## config.mk

```make
export PLATFORM = sky130hd
export DESIGN_NAME = seg7_display_flat
export DESIGN_NICKNAME = d
export VERILOG_FILES = /design/src/rtl/seg7_display_if.sv /design/src/rtl/seg7_display.sv /design/src/flat_wrapper.sv
export SDC_FILE = /design/constraint.sdc
export NUM_CORES = 1
export LEC_CHECK = 0
export CAP_MARGIN = 20
export CORE_MARGIN = 3
export CORE_UTILIZATION = 41
export CTS_CLUSTER_DIAMETER = 150
export CTS_CLUSTER_SIZE = 14
export DETAILED_ROUTE_END_ITERATION = 8
export GPL_ROUTABILITY_DRIVEN = 0
export REMOVE_ABC_BUFFERS = 1
export SLEW_MARGIN = 20
export SYNTH_ARGS = -nofsm -noshare
export SYNTH_HDL_FRONTEND = slang
export SYNTH_SLANG_ARGS = --single-unit
```

## constraint.sdc

```tcl
create_clock -name clock -period 3.4 [get_ports clock]
set_clock_uncertainty 0.1 [all_clocks]
set_input_delay 0.68 -clock clock [delete_from_list [all_inputs] [get_ports clock]]
set_output_delay 0.68 -clock clock [all_outputs]
set_load 0.01 [all_outputs]
```

## src/rtl/seg7_display_if.sv

```systemverilog
// IO-bus store port from the MemOrIO decode into the seven-segment controller.
interface seg7_display_if;
  logic        io_write;
  logic        seg_ctrl;
  logic [2:0]  addr;
  logic [15:0] wdata;

  modport master (output io_write, seg_ctrl, addr, wdata);
  modport slave  (input  io_write, seg_ctrl, addr, wdata);
endinterface

```

## src/rtl/seg7_display.sv

```systemverilog
// Memory-mapped 8-digit active-low seven-segment controller with tear-free value commit.
module seg7_display #(
  parameter int unsigned CLK_HZ      = 23000000,
  parameter int unsigned SCAN_HZ     = 1000,
  parameter int unsigned GUARD       = 4,
  parameter int unsigned BLINK_SLOTS = 250
) (
  input  logic            clock,
  input  logic            reset,
  seg7_display_if.slave   bus,
  output logic [7:0]      seg_n,
  output logic [7:0]      an_n
);

  localparam int unsigned DIV     = CLK_HZ / SCAN_HZ;
  localparam int unsigned SLOT_W  = (DIV > 1) ? $clog2(DIV) : 1;
  localparam int unsigned BLINK_W = (BLINK_SLOTS > 1) ? $clog2(BLINK_SLOTS) : 1;

  localparam logic [SLOT_W-1:0]  SLOT_LAST  = SLOT_W'(DIV - 1);
  localparam logic [SLOT_W-1:0]  GUARD_CNT  = SLOT_W'(GUARD);
  localparam logic [BLINK_W-1:0] BLINK_LAST = BLINK_W'(BLINK_SLOTS - 1);

  logic [31:0]        pend_q, pend_d;
  logic [31:0]        show_q, show_d;
  logic [15:0]        ctrl_q, ctrl_d;
  logic [SLOT_W-1:0]  slot_q, slot_d;
  logic [2:0]         digit_q, digit_d;
  logic [BLINK_W-1:0] blink_cnt_q, blink_cnt_d;
  logic               blink_ph_q, blink_ph_d;
  logic [7:0]         seg_n_q, seg_n_d;
  logic [7:0]         an_n_q, an_n_d;

  logic        wr_en;
  logic        slot_wrap;
  logic [3:0]  nibble;
  logic [31:0] upper;
  logic [7:0]  blank_mask;
  logic [6:0]  seg_dec;
  logic        dark;

  // Control bits [7:3] are kept for software readback symmetry but drive nothing.
  logic unused_ctrl_bits;
  assign unused_ctrl_bits = ^ctrl_q[7:3];

  // All state flops, asynchronously cleared to a dark, disabled display.
  always_ff @(posedge clock or negedge reset) begin
    if (!reset) begin
      pend_q      <= '0;
      show_q      <= '0;
      ctrl_q      <= '0;
      slot_q      <= '0;
      digit_q     <= '0;
      blink_cnt_q <= '0;
      blink_ph_q  <= 1'b0;
      seg_n_q     <= 8'hFF;
      an_n_q      <= 8'hFF;
    end else begin
      pend_q      <= pend_d;
      show_q      <= show_d;
      ctrl_q      <= ctrl_d;
      slot_q      <= slot_d;
      digit_q     <= digit_d;
      blink_cnt_q <= blink_cnt_d;
      blink_ph_q  <= blink_ph_d;
      seg_n_q     <= seg_n_d;
      an_n_q      <= an_n_d;
    end
  end

  // Register writes, scan timing, blink timing and full-scan commit of the pending value.
  always_comb begin
    pend_d      = pend_q;
    ctrl_d      = ctrl_q;
    show_d      = show_q;
    slot_d      = slot_q + SLOT_W'(1);
    digit_d     = digit_q;
    blink_cnt_d = blink_cnt_q;
    blink_ph_d  = blink_ph_q;

    wr_en     = bus.io_write & bus.seg_ctrl;
    slot_wrap = (slot_q == SLOT_LAST);

    if (wr_en) begin
      case (bus.addr)
        3'd0:    pend_d[15:0]  = bus.wdata;
        3'd2:    pend_d[31:16] = bus.wdata;
        3'd4:    ctrl_d        = bus.wdata;
        default: ;
      endcase
    end

    if (slot_wrap) begin
      slot_d  = '0;
      digit_d = digit_q + 3'd1;
      // Commit samples pend before any same-cycle write, so a racing store lands next scan.
      if (digit_q == 3'd7) begin
        show_d = pend_q;
      end
      if (blink_cnt_q == BLINK_LAST) begin
        blink_cnt_d = '0;
        blink_ph_d  = ~blink_ph_q;
      end else begin
        blink_cnt_d = blink_cnt_q + BLINK_W'(1);
      end
    end
  end

  // Per-digit blanking decision and hex decode for the output flops.
  always_comb begin
    nibble     = show_q[{digit_q, 2'b00} +: 4];
    upper      = show_q >> {digit_q, 2'b00};
    blank_mask = ctrl_q[15:8];
    seg_dec    = 7'h7F;

    case (nibble)
      4'h0: seg_dec = 7'h40;
      4'h1: seg_dec = 7'h79;
      4'h2: seg_dec = 7'h24;
      4'h3: seg_dec = 7'h30;
      4'h4: seg_dec = 7'h19;
      4'h5: seg_dec = 7'h12;
      4'h6: seg_dec = 7'h02;
      4'h7: seg_dec = 7'h78;
      4'h8: seg_dec = 7'h00;
      4'h9: seg_dec = 7'h10;
      4'hA: seg_dec = 7'h08;
      4'hB: seg_dec = 7'h03;
      4'hC: seg_dec = 7'h46;
      4'hD: seg_dec = 7'h21;
      4'hE: seg_dec = 7'h06;
      4'hF: seg_dec = 7'h0E;
      default: seg_dec = 7'h7F;
    endcase

    dark = !ctrl_q[0]
        || (slot_q < GUARD_CNT)
        || blank_mask[digit_q]
        || (ctrl_q[2] && blink_ph_q)
        || (ctrl_q[1] && (digit_q != 3'd0) && (upper == 32'd0));

    if (dark) begin
      an_n_d  = 8'hFF;
      seg_n_d = 8'hFF;
    end else begin
      an_n_d  = ~(8'd1 << digit_q);
      seg_n_d = {1'b1, seg_dec};
    end
  end

  assign seg_n = seg_n_q;
  assign an_n  = an_n_q;

endmodule
```

## src/flat_wrapper.sv

```systemverilog
// flat-port wrapper written by rule: the top's interface ports become plain ports
module seg7_display_flat 
#(
  parameter int unsigned CLK_HZ      = 23000000,
  parameter int unsigned SCAN_HZ     = 1000,
  parameter int unsigned GUARD       = 4,
  parameter int unsigned BLINK_SLOTS = 250
)
  (clock, reset, seg_n, an_n, bus_io_write, bus_seg_ctrl, bus_addr, bus_wdata);
  seg7_display_if bus_i ();
  input  logic clock;
  input  logic reset;
  output logic [7:0] seg_n;
  output logic [7:0] an_n;
  input wire logic [$bits(bus_i.io_write)-1:0] bus_io_write;
  input wire logic [$bits(bus_i.seg_ctrl)-1:0] bus_seg_ctrl;
  input wire logic [$bits(bus_i.addr)-1:0] bus_addr;
  input wire logic [$bits(bus_i.wdata)-1:0] bus_wdata;
  assign bus_i.io_write = bus_io_write;
  assign bus_i.seg_ctrl = bus_seg_ctrl;
  assign bus_i.addr = bus_addr;
  assign bus_i.wdata = bus_wdata;
  seg7_display #(.CLK_HZ(CLK_HZ), .SCAN_HZ(SCAN_HZ), .GUARD(GUARD), .BLINK_SLOTS(BLINK_SLOTS)) u_core (.clock(clock), .reset(reset), .bus(bus_i), .seg_n(seg_n), .an_n(an_n));
endmodule
```

==> out/results.tsv, run 1 <==
metric	value	unit
post-route setup TNS	0	ns
antenna fix cells	0	
final setup vio count	0	
depth of the CTS H-tree	4	
Worst EP required	3.65	ns
YS warnings	0	
# DRC	0	
measured slew at the worst slew-check pin	0.705	ns
cells after synthesis	424	
GRT Overall Usage	0.163	
R2R Setup Slk	0.44	ns
post-CTS sizing	0	
global-route wire length before repair	18.4	mm
PnR worst setup slack	0.445	ns
Pwr Density	528	mW/mm^2
DRT iter0 DRCs	224	
post-synth top area cell	dfrtp_1	
Synth Flop Type	dfrtp_1	
postcts setup bufs	0	
DRT Wirelength	10.6	mm
Netlist cell types	50	
Synth async-reset ratio	1.00	
f_max	338	MHz
Seq cells post-synth	117	
status	complete, no violations	
initial antenna violation count	0	
hpwl dp	7.43	mm
Post-synth top cells	dfrtp_1, mux2_2, nand2_1	
Synth top area share	0.471	
Pins Over Slew Limit	0	
via/cell ratio	5.28	
Die ar.	0.0146	sq mm
crit path launch type	flip-flop	
Overflow after GRT	0	
nature of the critical path endpoint	flip-flop	
Hold Crit Class	input pin to async pin	
CTS tree	built	
Hold Fails Final Rpt	0	
port bufs	37	
layout cells sized above 1	0.232	
synth top area cells	dfrtp_1, mux2_2, dfstp_2	
CTS clock-pin slew for the worst setup and hold paths	0.05	ns
# hold bufs at CTS	0	
CTS Buffer Depth	2	
Post-Synthesis Cell Area	0.00542	sq mm
Post-synth EDFFs	0	
Max IR drop VDD	0.000372	V
FF-to-FF Start	u_core.digit_q[1]$_DFFE_PN0N_	
nets@finish	511	
Worst slew margin	0.530	
final hold slack	0.235	ns
clock latency on the worst-skew pair	0.41	ns
core area	0.0128	sq mm
R2R Path End	u_core.an_n[3]$_DFF_PN1_	
WP data arrival	3.21	ns
Post-Place Setup Slack	0.467	ns
syn avg cell area	12.8	sq um
Area Overhead vs Synth	20.4	%
vias in the first global route	3628	
count leader, synth	dfrtp_1	
Leak	2.95	nW
Ports	39	
CTS Buf Count	17	
routed via count	3456	
period utilization	0.869	
Final Critical Period	2.96	ns
Power Total	3.45	mW
Max-Cap Viols	0	
CP Max Fanout	12	
root buffer cell	clkbuf_16	
sequential share of the synthesized area	0.544	
critical path class	flip-flop to flip-flop	
die height	121	um
Rows	41	
starting density of the core	0.424	
r2r worst-path depth	10	
post-route ant nets	0	
DR WL/cell	16.3	um
RSZ-0062 raised after global routing	no	
clk sink count	117	
DR pass1 iterations	4	
largest net degree at the start of global routing	64	
Die W	121	um
## per-stage QoR
stage | utilization | instances | instance area, sq um
after floorplan | - | 407 | 5340
after global placement | 0.470 | 626 | 6010
after detailed placement | 0.470 | 626 | 6010
after CTS | 0.511 | 655 | 6530
after global routing | 0.511 | 655 | 6530
final | 0.511 | 655 | 6530
## layout make-up
type	count	area, sq um
clock inverter	4	23.8
fill	1108	6250
multi-input combinational	282	2360
sequential	117	2950
tap	172	215
clock buffer	25	495
inverter	8	30.0
timing repair buffer	47	455
## state kept, by name, summed over array words and instances (netlist names)
register            flops
u_core.slot_q          15
u_core.seg_n            7
u_core.digit_q          3
u_core.ctrl_q          11
u_core.blink_cnt_q      8
u_core.show_q          32
u_core.an_n             8
u_core.blink_ph_q       1
u_core.pend_q          32
## kinds of logic after synthesis
group,after synthesis,synth area share
compound gates,37,0.0490
xor+xnor,15,0.0242
fa+ha+maj,15,0.0346
buf+inv,25,0.0208
flops,117,0.544
mux,93,0.215
other cells,1,0.000692
simple gates,121,0.112
## layer usage
metal	part of all wire	wire (um)	GRT usage
met4	0.012	130	0.0652
met1	0.48	5090	0.225
met5	0	0	0
met2	0.47	4950	0.242
met3	0.045	478	0.0490
## how the worst max path moves through the flow
| stage | start | to | slack [ns] | cells past startpoint |
|---|---|---|---|---|
| 2_1_floorplan | u_core.digit_q[0]$_DFFE_PN0N_ | u_core.seg_n[0]$_DFF_PN1_ | 0.45 | 10 |
| 3_3_place_gp | u_core.digit_q[0]$_DFFE_PN0N_ | u_core.seg_n[5]$_DFF_PN1_ | 0.59 | 10 |
| 3_5_place_dp | u_core.digit_q[0]$_DFFE_PN0N_ | u_core.an_n[3]$_DFF_PN1_ | 0.47 | 10 |
| 4_1_cts | u_core.digit_q[0]$_DFFE_PN0N_ | u_core.an_n[3]$_DFF_PN1_ | 0.45 | 10 |
| 5_1_grt | u_core.digit_q[1]$_DFFE_PN0N_ | u_core.seg_n[0]$_DFF_PN1_ | 0.25 | 10 |
| 6_report | u_core.digit_q[1]$_DFFE_PN0N_ | u_core.an_n[3]$_DFF_PN1_ | 0.44 | 10 |
## cells in the final DEF (no fill, tap or decap), types with 7 or more instances in the layout
cell | netlist | layout
nand3_1 | 16 | 16
dfrtp_1 | 102 | 102
clkbuf_16 | 0 | 17
buf_4 | 2 | 10
nor3_1 | 7 | 7
mux2_2 | 45 | 45
ha_1 | 15 | 15
o21ai_0 | 8 | 8
nor4_1 | 9 | 9
xor2_1 | 11 | 11
nor2_1 | 19 | 19
nand2_1 | 38 | 38
and3_1 | 7 | 7
clkdlybuf4s50_1 | 0 | 36
mux2_1 | 32 | 32
mux4_2 | 11 | 11
dfstp_2 | 15 | 15
## worst max-delay path, cell delays in order, from the launching register on
cell       delay (ns)
dfrtp_1          0.63
mux4_2           0.39
nand2_1          0.08
nand2_1          0.12
inv_1            0.18
ha_1             0.22
nand2_1          0.07
a2111oi_0        0.40
nand3_1          0.23
a32oi_4          0.33
nand2b_1         0.16
## where the power goes
group	internal (mW)	switching [mW]
Combinational	0.174	0.112
Clock	0.990	0.559
Sequential	1.55	0.0626
Power figures use the tool's default switching activity.
==> run 2: changes to the inputs <==
--- a/config.mk
+++ b/config.mk
@@ -7,13 +7,14 @@
 export LEC_CHECK = 0
 export CAP_MARGIN = 20
 export CORE_MARGIN = 3
-export CORE_UTILIZATION = 41
+export CORE_UTILIZATION = 58
 export CTS_CLUSTER_DIAMETER = 150
 export CTS_CLUSTER_SIZE = 14
 export DETAILED_ROUTE_END_ITERATION = 8
 export GPL_ROUTABILITY_DRIVEN = 0
+export PLACE_DENSITY = 0.79
 export REMOVE_ABC_BUFFERS = 1
-export SLEW_MARGIN = 20
+export SLEW_MARGIN = 5
 export SYNTH_ARGS = -nofsm -noshare
 export SYNTH_HDL_FRONTEND = slang
 export SYNTH_SLANG_ARGS = --single-unit
==> out/results.tsv, run 2 (synthesized netlist as in run 1, its figures left out) <==
metric	value	unit	change
hpwl dp	7.30	mm	was 7.43 mm
non-filler cells, final	595		was 655
# hold bufs at CTS	0		unchanged
nets@finish	512		was 511
Global Route met2 Usage	0.375		was 0.242
RSZ-0062 raised after global routing	no		unchanged
Max IR drop VDD	0.000397	V	was 0.000372 V
WP data arrival	3.51	ns	was 3.21 ns
grt peak-use layer	met2		unchanged
Final Instance Area	0.00658	sq mm	was 0.00653 sq mm
f_max	317	MHz	was 338 MHz
# DRC	0		unchanged
GR Util met3	0.0528		was 0.0490
global-route wire length before repair	19.1	mm	was 18.4 mm
final hold slack	0.141	ns	was 0.235 ns
postcts setup bufs	0		unchanged
combined area of the multi-input logic cells	0.00236	sq mm	unchanged
register area	0.00295	sq mm	unchanged
Power Total	3.85	mW	was 3.45 mW
via/cell ratio	6.04		was 5.28
Worst slew margin	0.474		was 0.530
CTS Buffer Depth	2		unchanged
antenna fix cells	0		unchanged
final core occ	0.740		was 0.511
clk sink count	117		unchanged
Final Critical Period	3.16	ns	was 2.96 ns
initial antenna violation count	0		unchanged
clock latency on the worst-skew pair	0.52	ns	was 0.41 ns
layout cells sized above 1	0.242		was 0.232
final setup vio count	0		unchanged
Pins Over Slew Limit	0		unchanged
GRT Overall Usage	0.240		was 0.163
crit path launch type	flip-flop		unchanged
CTS tree	built		unchanged
post-route ant nets	0		unchanged
Ports	39		unchanged
post-route setup TNS	0	ns	unchanged
Rows	34		was 41
CTS clock-pin slew for the worst setup and hold paths	0.06	ns	was 0.05 ns
critical path class	flip-flop to flip-flop		unchanged
R2R Setup Slk	0.24	ns	was 0.44 ns
root buffer cell	clkbuf_8		was clkbuf_16
vias in the first global route	3713		was 3628
delay-heaviest family, CP	compound AO/OA/AOI/OAI gates		unchanged
r2r worst-path depth	10		unchanged
port bufs	37		unchanged
Hold Fails Final Rpt	0		unchanged
Area Overhead vs Synth	21.5	%	was 20.4%
period utilization	0.929		was 0.869
Post-Place Setup Slack	0.426	ns	was 0.467 ns
placed cells	563		was 626
met1 Use GR	0.325		was 0.225
commonest non-fill, non-tap cell in the layout	dfrtp_1		unchanged
FF-to-FF Start	u_core.digit_q[0]$_DFFE_PN0N_		was u_core.digit_q[1]$_DFFE_PN0N_
PnR worst setup slack	0.241	ns	was 0.445 ns
die height	103	um	was 121 um
CTS Buf Count	17		unchanged
Worst EP required	3.75	ns	was 3.65 ns
depth of the CTS H-tree	4		unchanged
Leak	3.01	nW	was 2.95 nW
core area	0.00889	sq mm	was 0.0128 sq mm
starting density of the core	0.609		was 0.424
fill count	554		was 1108
Die ar.	0.0105	sq mm	was 0.0146 sq mm
Slowest Stage Delay on Critical Path	0.56	ns	was 0.63 ns
R2R Path End	u_core.seg_n[1]$_DFF_PN1_		was u_core.an_n[3]$_DFF_PN1_
most frequent cells in the layout	dfrtp_1, mux2_2, nand2_1		unchanged
Hold Crit Class	input pin to async pin		unchanged
Pwr Density	584	mW/mm^2	was 528 mW/mm^2
crit path cell chain	mux4_2 -> nand2_1 -> nand2_1 -> inv_1 -> ha_1 -> nand2_1 -> a2111oi_0 -> nand3_1 -> a32oi_4 -> or2_1		was mux4_2 -> nand2_1 -> nand2_1 -> inv_1 -> ha_1 -> nand2_1 -> a2111oi_0 -> nand3_1 -> a32oi_4 -> nand2b_1
measured slew at the worst slew-check pin	0.789	ns	was 0.705 ns
DR WL/cell	18.9	um	was 16.3 um
Overflow after GRT	0		unchanged
Die W	103	um	was 121 um
largest net degree at the start of global routing	62		was 64
status	complete, no violations		unchanged
area post-placement	0.00593	sq mm	was 0.00601 sq mm
most used cell, CP	nand2_1		unchanged
nature of the critical path endpoint	flip-flop		unchanged
CP bufs+invs	1		unchanged
CP Max Fanout	9		was 12
DRT Wirelength	11.3	mm	was 10.6 mm
Max-Cap Viols	0		unchanged
routed via count	3591		was 3456
CP max stage cell	mux4_2		was dfrtp_1
DR pass1 iterations	4		unchanged
post-CTS sizing	0		unchanged
DRT iter0 DRCs	198		was 224
Largest regs	u_core.pend_q x32, u_core.show_q x32, u_core.slot_q x15		unchanged
run 2: per-layer routing:
layer	routed length, um	share of wire
met5	0	0
met4	273	0.024
met3	544	0.048
met2	5490	0.49
met1	4960	0.44
run 2: how the worst max path moves through the flow:
stage | startpoint | endpoint | slack, ns | cells after the start
6_report | u_core.digit_q[0]$_DFFE_PN0N_ | u_core.seg_n[1]$_DFF_PN1_ | 0.24 | 10
2_1_floorplan | u_core.digit_q[0]$_DFFE_PN0N_ | u_core.seg_n[0]$_DFF_PN1_ | 0.45 | 10
3_3_place_gp | u_core.digit_q[0]$_DFFE_PN0N_ | u_core.seg_n[0]$_DFF_PN1_ | 0.59 | 10
5_1_grt | u_core.digit_q[0]$_DFFE_PN0N_ | u_core.seg_n[1]$_DFF_PN1_ | 0.08 | 10
4_1_cts | u_core.digit_q[0]$_DFFE_PN0N_ | u_core.seg_n[1]$_DFF_PN1_ | 0.31 | 10
3_5_place_dp | u_core.digit_q[0]$_DFFE_PN0N_ | u_core.seg_n[1]$_DFF_PN1_ | 0.43 | 10
run 2: layout make-up:
type                    instances  share of cell area
clock buffers                  21              0.0683
flip-flops and latches        117               0.448
multi-input cells             282               0.358
repair buffers                 48              0.0704
inverters                       8             0.00456
clock inverters                11              0.0300
well taps                     108              0.0205
run 2: power by group:
part           leakage [nW]  internal [mW]  switching [mW]
Sequential             1.50           1.55          0.0693
Clock                 0.313           1.31           0.630
Combinational          1.20          0.175           0.118
Total                  3.01           3.03           0.818
==> run 3: changes to the inputs <==
==> constraint.sdc (replaced) <==
create_clock -name clock -period 3.07 [get_ports clock]
set_clock_uncertainty 0.1 [all_clocks]
set_input_delay 0.307 -clock clock [delete_from_list [all_inputs] [get_ports clock]]
set_output_delay 0.307 -clock clock [all_outputs]
set_load 0.01 [all_outputs]
==> out/results.tsv, run 3 (synthesized netlist as in run 1, its figures left out) <==
metric	value	unit	change
CTS Buffer Depth	2		unchanged
global-route wire length before repair	18.7	mm	was 19.1 mm
via/cell ratio	6.05		was 6.04
largest net degree at the start of global routing	67		was 62
f_max	346	MHz	was 317 MHz
post-route ant nets	0		unchanged
root buffer cell	clkbuf_8		unchanged
Rows	34		unchanged
die height	103	um	unchanged
routed via count	3615		was 3591
CTS Buf Count	17		unchanged
Largest regs	u_core.pend_q x32, u_core.show_q x32, u_core.slot_q x15		unchanged
CTS clock-pin slew for the worst setup and hold paths	0.06	ns	about the same
core area	0.00889	sq mm	unchanged
port bufs	37		unchanged
DR WL/cell	18.5	um	was 18.9 um
layout cells sized above 1	0.255		was 0.242
PnR worst setup slack	0.179	ns	was 0.241 ns
antenna fix cells	0		unchanged
most used cell, CP	nand2_1		unchanged
GRT Overall Usage	0.237		was 0.240
DRT Wirelength	11.1	mm	was 11.3 mm
Power Total	4.04	mW	was 3.85 mW
hpwl dp	7.36	mm	was 7.30 mm
depth of the CTS H-tree	4		unchanged
period utilization	0.942		was 0.929
FF-to-FF Start	u_core.digit_q[0]$_DFFE_PN0N_		unchanged
final setup vio count	0		unchanged
CP Max Fanout	6		was 9
status	complete, no violations		unchanged
Post-Place Setup Slack	0.0893	ns	was 0.426 ns
placed cells	562		was 563
nature of the critical path endpoint	flip-flop		unchanged
Die W	103	um	unchanged
Ports	39		unchanged
most frequent cells in the layout	dfrtp_1, mux2_2, nand2_1		unchanged
Max IR drop VDD	0.000451	V	was 0.000397 V
nets@finish	515		was 512
final core occ	0.737		was 0.740
CP Launch Point	u_core.digit_q[0]$_DFFE_PN0N_		unchanged
Hold Fails Final Rpt	0		unchanged
DRT iter0 DRCs	273		was 198
Max-Cap Viols	0		unchanged
measured slew at the worst slew-check pin	0.818	ns	was 0.789 ns
Final Critical Period	2.89	ns	was 3.16 ns
vias in the first global route	3753		was 3713
non-filler cells, final	598		was 595
starting density of the core	0.609		unchanged
r2r worst-path depth	11		was 10
crit path cell chain	mux4_2 -> nand2_1 -> nand2_1 -> inv_2 -> ha_1 -> nand2_1 -> a2111oi_1 -> nand3_1 -> buf_4 -> a32oi_4 -> a211o_1		was mux4_2 -> nand2_1 -> nand2_1 -> inv_1 -> ha_1 -> nand2_1 -> a2111oi_0 -> nand3_1 -> a32oi_4 -> or2_1
Slowest Stage Delay on Critical Path	0.53	ns	was 0.56 ns
initial antenna violation count	0		unchanged
fill count	575		was 554
DR pass1 iterations	5		was 4
Pwr Density	617	mW/mm^2	was 584 mW/mm^2
Overflow after GRT	0		unchanged
Pins Over Slew Limit	0		unchanged
Die ar.	0.0105	sq mm	unchanged
CP max stage cell	mux4_2		unchanged
Leak	2.99	nW	was 3.01 nW
critical path class	flip-flop to flip-flop		unchanged
Worst slew margin	0.453		was 0.474
crit path launch type	flip-flop		unchanged
# DRC	0		unchanged
Area Overhead vs Synth	20.9	%	was 21.5%
Hold Crit Class	input pin to async pin		unchanged
clock latency on the worst-skew pair	0.52	ns	about the same
CTS tree	built		unchanged
clk sink count	117		unchanged
commonest non-fill, non-tap cell in the layout	dfrtp_1		unchanged
WP data arrival	3.25	ns	was 3.51 ns
Worst EP required	3.43	ns	was 3.75 ns
## run 3: cell types whose count changed in the layout (fill, tap and decap cells not counted), moves of 2 or more
cell,previous run,this run
dfrtp_2,0,2
inv_6,1,5
dfrtp_1,102,100
clkbuf_1,2,0
bufinv_16,5,2
clkbuf_8,3,1
## run 3: per-stage QoR
| step | hold WS, ns | instance area [sq um] | setup TNS, ns |
|---|---|---|---|
| 2_1_floorplan | -0.0886 | 5340 | 0 |
| 3_3_place_gp | 0.274 | 5930 | 0 |
| 3_5_place_dp | 0.288 | 5930 | 0 |
| 4_1_cts | 0.289 | 6520 | 0 |
| 5_1_grt | 0.319 | 6550 | -0.0339 |
| 6_report | 0.269 | 6550 | 0 |
## run 3: path summary, 6_finish.rpt
kind | endpoint | slack [ns]
max in group asynchronous | u_core.digit_q[0]$_DFFE_PN0N_ | 1.82
worst max-delay path | u_core.seg_n[6]$_DFF_PN1_ | 0.18
worst min register to register | u_core.show_q[5]$_DFFE_PN0P_ | 0.38
worst max register to register | u_core.seg_n[6]$_DFF_PN1_ | 0.18
worst min-delay path | u_core.slot_q[8]$_DFF_PN0_ | 0.27
min in group clock | u_core.pend_q[6]$_DFFE_PN0P_ | 0.34
## run 3: worst max-delay path: cells and delay by family, from the launching register on
kind	cells	cell delay (ns)
adder cells (fa/ha/maj)	1	0.20
multiplexers	1	0.53
flip-flops	1	0.45
buffers and inverters	2	0.31
AO/OA/AOI/OAI	3	0.82
AND/OR/NAND/NOR	4	0.41
## run 3: layout make-up
type | instances | area (sq um) | area share
sequential | 117 | 2950 | 0.450
multi-input combinational | 283 | 2380 | 0.363
timing repair buffer | 50 | 480 | 0.0733
clock buffer | 17 | 414 | 0.0632
clock inverter | 15 | 168 | 0.0256
tap | 108 | 135 | 0.0206
inverter | 8 | 30.0 | 0.00458
## run 3: repair_timing
action | CTS | global route
hold endpoints to repair | 36 | 0
buffers inserted | 0 | 2
setup endpoints to repair | 0 | 14
hold buffers | 1 | 0
resized for setup | 0 | 4
## run 3: where the power goes
group	internal (mW)	switching [mW]
Clock	1.17	0.756
Sequential	1.71	0.0722
Combinational	0.197	0.135
## run 3: metal layers
| layer | vias to the layer above | part of all wire | global-route usage |
|---|---|---|---|
| li1 | 1640 | - | - |
| met2 | 121 | 0.50 | 0.388 |
| met3 | 18 | 0.052 | 0.0636 |
| met5 | - | 0 | 0 |
| met1 | 1836 | 0.43 | 0.305 |
| met4 | 0 | 0.018 | 0.0898 |
